==> config.mk <==
export PLATFORM = sky130hd
export DESIGN_NAME = vc_table_prog
export DESIGN_NICKNAME = d
export VERILOG_FILES = /design/src/rtl/vc_table_prog.sv
export SDC_FILE = /design/constraint.sdc
export NUM_CORES = 1
export LEC_CHECK = 0
export ABC_AREA = 1
export ABC_CLOCK_PERIOD_IN_PS = 1600
export BUFFER_PORTS_ARGS = -buffer_cell sky130_fd_sc_hd__buf_2
export CAP_MARGIN = 30
export CORE_UTILIZATION = 50
export DETAILED_ROUTE_END_ITERATION = 6
export PLACE_DENSITY = 0.83
export SLEW_MARGIN = 10
export SYNTH_ARGS = -nofsm -noshare
export SYNTH_HDL_FRONTEND = slang
export SYNTH_SLANG_ARGS = --single-unit
==> constraint.sdc <==
create_clock -name clk -period 1.6 [get_ports clk]
set_input_delay 0.32 -clock clk [delete_from_list [all_inputs] [get_ports clk]]
set_output_delay 0.32 -clock clk [all_outputs]
set_load 0.005 [all_outputs]
==> src/rtl/vc_table_prog.sv <==
// vc_table_prog: runtime-programmable dest->VC table with a one-stage registered lookup pipeline and a saturating miss counter.
module vc_table_prog #(
  parameter int N = 16,
  parameter int NUM_VC = 2,
  parameter int N_ADDR_WIDTH = $clog2(N),
  parameter int VC_ADDR_WIDTH = $clog2(NUM_VC),
  parameter int NUM_DEST = 4,
  parameter int IDX_WIDTH = (NUM_DEST > 1) ? $clog2(NUM_DEST) : 1,
  parameter int DEST [NUM_DEST] = '{default: 1},
  parameter int VC [NUM_DEST] = '{default: 1},
  parameter int DEFAULT_VC = 0,
  parameter int MISS_CNT_WIDTH = 16
) (
  input  logic                      clk,
  input  logic                      rst,
  input  logic                      in_valid,
  output logic                      in_ready,
  input  logic [N_ADDR_WIDTH-1:0]   in_dest,
  output logic                      out_valid,
  input  logic                      out_ready,
  output logic [N_ADDR_WIDTH-1:0]   out_dest,
  output logic [VC_ADDR_WIDTH-1:0]  out_vc,
  output logic                      out_hit,
  input  logic                      cfg_wr_en,
  input  logic [IDX_WIDTH-1:0]      cfg_idx,
  input  logic [N_ADDR_WIDTH-1:0]   cfg_dest,
  input  logic [VC_ADDR_WIDTH-1:0]  cfg_vc,
  input  logic                      cfg_entry_valid,
  input  logic                      cfg_clear,
  output logic [MISS_CNT_WIDTH-1:0] miss_count
);
  logic [NUM_DEST-1:0]      valid_q, valid_d;
  logic [N_ADDR_WIDTH-1:0]  dest_q [NUM_DEST];
  logic [N_ADDR_WIDTH-1:0]  dest_d [NUM_DEST];
  logic [VC_ADDR_WIDTH-1:0] vc_q [NUM_DEST];
  logic [VC_ADDR_WIDTH-1:0] vc_d [NUM_DEST];
  logic                      out_valid_q, out_valid_d, out_hit_q, out_hit_d;
  logic [N_ADDR_WIDTH-1:0]   out_dest_q, out_dest_d;
  logic [VC_ADDR_WIDTH-1:0]  out_vc_q, out_vc_d;
  logic [MISS_CNT_WIDTH-1:0] miss_q, miss_d;
  logic                      hit, acc, wr_ok;
  logic [VC_ADDR_WIDTH-1:0]  hit_vc;
  assign in_ready   = !rst && (!out_valid_q || out_ready);
  assign acc        = in_valid && in_ready;
  assign wr_ok      = cfg_wr_en && (int'(cfg_idx) < NUM_DEST);
  assign out_valid  = out_valid_q;
  assign out_dest   = out_dest_q;
  assign out_vc     = out_vc_q;
  assign out_hit    = out_hit_q;
  assign miss_count = miss_q;
  // Scan downwards so the lowest matching index is the last to overwrite.
  always_comb begin
    hit = 1'b0;
    hit_vc = VC_ADDR_WIDTH'(DEFAULT_VC);
    for (int i = NUM_DEST - 1; i >= 0; i--)
      if (valid_q[i] && dest_q[i] == in_dest) begin
        hit = 1'b1;
        hit_vc = vc_q[i];
      end
  end
  always_comb begin
    valid_d = cfg_clear ? '0 : valid_q;
    dest_d = dest_q;
    vc_d = vc_q;
    if (wr_ok) begin
      valid_d[cfg_idx] = cfg_entry_valid;
      dest_d[cfg_idx] = cfg_dest;
      vc_d[cfg_idx] = cfg_vc;
    end
  end
  always_comb begin
    out_valid_d = in_ready ? in_valid : out_valid_q;
    out_dest_d = acc ? in_dest : out_dest_q;
    out_vc_d = acc ? hit_vc : out_vc_q;
    out_hit_d = acc ? hit : out_hit_q;
    miss_d = (acc && !hit && miss_q != '1) ? miss_q + 1'b1 : miss_q;
  end
  always_ff @(posedge clk) begin
    if (rst) begin
      valid_q <= '1;
      for (int i = 0; i < NUM_DEST; i++) begin
        dest_q[i] <= N_ADDR_WIDTH'(DEST[i]);
        vc_q[i] <= VC_ADDR_WIDTH'(VC[i]);
      end
      out_valid_q <= 1'b0;
      out_dest_q <= '0;
      out_vc_q <= '0;
      out_hit_q <= 1'b0;
      miss_q <= '0;
    end else begin
      valid_q <= valid_d;
      dest_q <= dest_d;
      vc_q <= vc_d;
      out_valid_q <= out_valid_d;
      out_dest_q <= out_dest_d;
      out_vc_q <= out_vc_d;
      out_hit_q <= out_hit_d;
      miss_q <= miss_d;
    end
  end
endmodule

# After elaboration in Yosys (flattened, before gate mapping)
# Cells that the tools add are included.
# Widths: inputs -> output; s select.
# word_totals
reg_bits	47
word_cells	58
# op_classes
n_addsub	1
order_cmp	4
n_eq_ne	5
muxes	19
bitwise	1
reduce_logical	14
# op_table
operator	count
$add 16x1->16 const B	1
$bwmux 16	1
$eq 4x4->1	4
$ne 16x16->1 const B	1
$mux 4	3
$logic_and 1x1->1	10
$mux 1	10
$bwmux 4	2
$demux 4 s2	1
$demux 1 s2	2
$ge 3x3->1 const B	1
$logic_not 1->1	3
$lt 2x3->1 const B	1
$lt 3x1->1 const B	1
$not 2->3	1
$ge 2x1->1 const B	1
$logic_or 1x1->1	1

# Logic depth before layout (Yosys ltp)
# depth
word_depth	9
depth_mapped	11
ltp_nobuf	11

# Worst setup path after synthesis
# OpenSTA, ideal clock, no wires.
# synth_timing
path_kind	register -> register
start	reg miss_q[0] (netlist: miss_count[0])
end	reg miss_q[10] (netlist: miss_count[10])
setup_ps	142
arrival_ps	1570
required_time_ps	1458
setup_slack_ps	-112
path_stages_with_launch	8
n_path_buf	1
period_less_slack_ps	1712
path_cell_list	dfxtp_1 > ha_1 > nand3_2 > nor3_4 > nand4_4 > clkbuf_1 > nand4_1 > a21oi_2
# synth_between
elab_chain_len	2
word_cells_on_any_way	3
classes_between	1 x add/sub; 1 x eq/ne; 1 x reduce/logical
# synth_rtl
item	line	rtl
start: declaration	40	logic [MISS_CNT_WIDTH-1:0] miss_q, miss_d;
start signal: assignment	98	miss_q <= miss_d;
branches (longest 2 deep; another with $add 16x1->16)	-	
# Parallel ways; which one is timed is not known.
# A chain may end at the register's enable or synchronous reset.

# Final worst setup path
# layout_timing
start	reg miss_q[8] (netlist: miss_count[8])
end	reg miss_q[9] (netlist: miss_count[9])
# Same word-level chain as after synthesis.

==> summary.md <==
| Metric | Value |
|---|---|
| Avg Cell Area, Syn | `7.018 µm²` |
| Row cnt | `24` |
| Filler cell count | `between 300 and 400` |
| Worst-Skew Late Latency | `300 ps` |
| CTS Buf Count | `5` |
| DR iter-0 viols | `164` |
| Max Transition Viols Final | `0` |
| Via count | `roughly 2500` |
| Dpl hpwl | `4472 µm` |
| Layout cells sized above 1 | `27.25%` |
| Placed cell count | `roughly 450` |
| Worst Path Required | `1790 ps` |
| Crit path kind | `reg -> reg` |
| Post-route total power | `2.348 mW` |
| CTS tree | `built` |
| Post-synthesis cell area | `0.002421 mm²` |
| CP Max Fanout | `8` |
| Largest net degree at the start of global routing | `29` |
| Pre-antenna DRT Iters | `4` |
| Number of global-route vias before repair | `2274` |
| Final Hold Fails | `0` |
| I/O pins | `42` |
| Power Density | `approximately 770 mW/mm²` |
| Routed WL per cell | `13.43 µm` |
| Largest delay share family, worst path | `simple AND/OR/NAND/NOR gates` |
| Antenna-violating nets left | `0` |
| Synth area leaders | `dfxtp_1 39%, nand2_1 13%, inv_1 5.9%, nor2_1 5.7%, nand4_1 5.2%` |
| Crit-path cells | `nand2_2, nor3_4, nand4_4, buf_4, nand4_1, a21oi_2` |
| Mapped Cells | `345` |
| Buffers & Inverters on Critical Path | `1` |
| Worst slew pin tran | `397.4 ps` |
| Number of diodes | `0` |
| Commonest non-fill, non-tap cell in the layout | `nand2_1` |
| Chip width | `71.59 µm` |
| Max Clk Rate | `0.6529 GHz` |
| CP peak stage delay | `~430 ps` |
| Status | `completed` |
| Slew margin rel. | `73.43%` |
| Yosys synthesis warning count | `0` |
| First-pass GRT wire length | `roughly 10000 µm` |
| Slowest CP cell | `dfxtp_1` |
| Final Setup Violations | `0` |
| Max Buffers Root-to-Sink | `2` |
| Most frequent cells in the layout | `81 x nand2_1, 41 x dfxtp_1, 41 x buf_2` |
| Cell taking the most area after synthesis | `dfxtp_1` |
| Number of flops mapped to enable cells by yosys | `0` |
| Remaining DRCs | `0` |
| Post-synthesis sequential area ratio | `38.86%` |
| Hold crit path type | `in -> reg` |
| Core Box Area | `0.004504 mm²` |
| Die area | `a little over 0.005 mm²` |
| Global Route Usage Sum | `about a quarter` |
| Static Leak | `1.406 nW` |
| Initial Util | `between 50% and 60%` |
| Total grt overflow | `0` |
| Maxcap violations | `0` |
| Finished Layout Cells | `463` |
| NumNets Final | `429` |
| Clock sinks | `47` |
| Clock Skews | `6.251 ps` |
| Netlist cell types | `27` |
| Fraction of registers with async set/reset | `0%` |
| Fin crit share | `between 90% and 100%` |
| Routed WL | `6219 µm` |
| Port Buf Inserts | `41` |
| Setup crit start kind | `flip-flop` |
| Share of the synthesized area in the top cell type | `38.86%` |
| Area grow syn2layout | `25.68%` |
| Type of destination of the critical path | `flip-flop` |
| Vias per inst | `5.451` |
| Clk pin slew, worst setup/hold paths | `90 ps` |
| Final RePlAce weighted congestion | `0.9012` |
| TNS Setup | `0 ps` |
| R2R setup slack | `70 ps` |
| Initial antenna violation count | `0` |
| CP Data Arrival Time | `1720 ps` |
| # hold bufs at CTS | `0` |
| Yosys reg bits | `47` |
| Final min period | `1532 ps` |
| Peak supply drop | `0.0006414 V` |
| Die Y | `between 70 and 80 µm` |
| Clock Tree Root | `clkbuf_8` |
| Htree depth | `2` |
| Top FF cell, synth | `dfxtp_1` |
| Syn Nets | `364` |
-- worst paths after layout --
check / start / cells after the start / to
setup / recovery: miss_count[8]$_SDFFE_PP0P_ / 6 / miss_count[9]$_SDFFE_PP0P_
hold / removal: cfg_vc / 3 / vc_q[0]$_SDFFE_PP1P_
setup reg to reg: miss_count[8]$_SDFFE_PP0P_ / 6 / miss_count[9]$_SDFFE_PP0P_
hold reg to reg: vc_q[3]$_SDFFE_PP1P_ / 2 / vc_q[3]$_SDFFE_PP1P_
-- registers in the layout, indices dropped and copies added (netlist names) --
| signal | count |
|---|---|
| miss_count | 16 |
| out_valid | 1 |
| valid_q | 4 |
| vc_q | 4 |
| dest_q | 16 |
| out_hit | 1 |
| out_vc | 1 |
| out_dest | 4 |
-- synthesized netlist by cell type (all sizes together), types with 7 or more instances --
cell / n
nand2: 82
dfxtp: 47
inv: 43
nor2: 38
a21oi: 26
nand3: 26
nand4: 21
o21ai: 20
xor2: 8
nor3: 7
o211ai: 7
-- kinds of logic after synthesis --
group	Yosys count	share of synthesized area, %
DFF	47	38.86
adders and majority gates	1	0.5167
AOI/OAI and AO/OA	55	13.70
buffers and inverters	53	8.682
xor gates and xnor gates	14	5.065
and+or+nand+nor	175	33.18
-- worst min-delay path, delay by kind of cell --
family / cells / cell delay (ps)
buf+inv: 1 / 120
simple gates: 2 / 120
-- stage by stage --
step           instance area [µm²]  util (%)  setup WS (ps)  hold WS [ps]
6_report                      3043     67.56          68.41         282.5
5_1_grt                       3043     67.56         -5.767         282.3
4_1_cts                       2969     65.92          42.52         268.9
3_5_place_dp                  2870     63.72         -79.94         446.0
3_3_place_gp                  2870     63.72         -32.45         450.5
2_1_floorplan                 2466         -         -3.785         429.6
-- routing by layer --
layer  track usage, %  share of wire, %
met1            33.86                47
met4            6.318               1.0
met2            40.95                47
met5                0                 0
met3            5.485               5.1
-- power breakdown --
| part | leakage [nW] | total (mW) | internal [mW] | switching [mW] |
|---|---|---|---|---|
| Clock | 0.0474 | 0.772 | 0.353 | 0.419 |
| Combinational | 0.971 | 0.331 | 0.128 | 0.204 |
| Sequential | 0.388 | 1.24 | 1.22 | 0.0272 |
-- repair_timing --
item | in CTS | in global routing
setup buffers | 0 | 2
endpoints found under the setup margin | 0 | 17
resized for setup | 0 | 18
-- final cells by class --
class | count | area [µm²] | share of cell area (%)
well taps | 52 | 65.06 | 2.138
flip-flops and latches | 47 | 953.4 | 31.33
inverters | 43 | 161.4 | 5.304
repair buffers | 67 | 416.7 | 13.69
clock inverters | 2 | 16.27 | 0.5345
clock buffers | 6 | 82.58 | 2.714
multi-input cells | 246 | 1348 | 44.28
(Power assumes the default switching activity.)
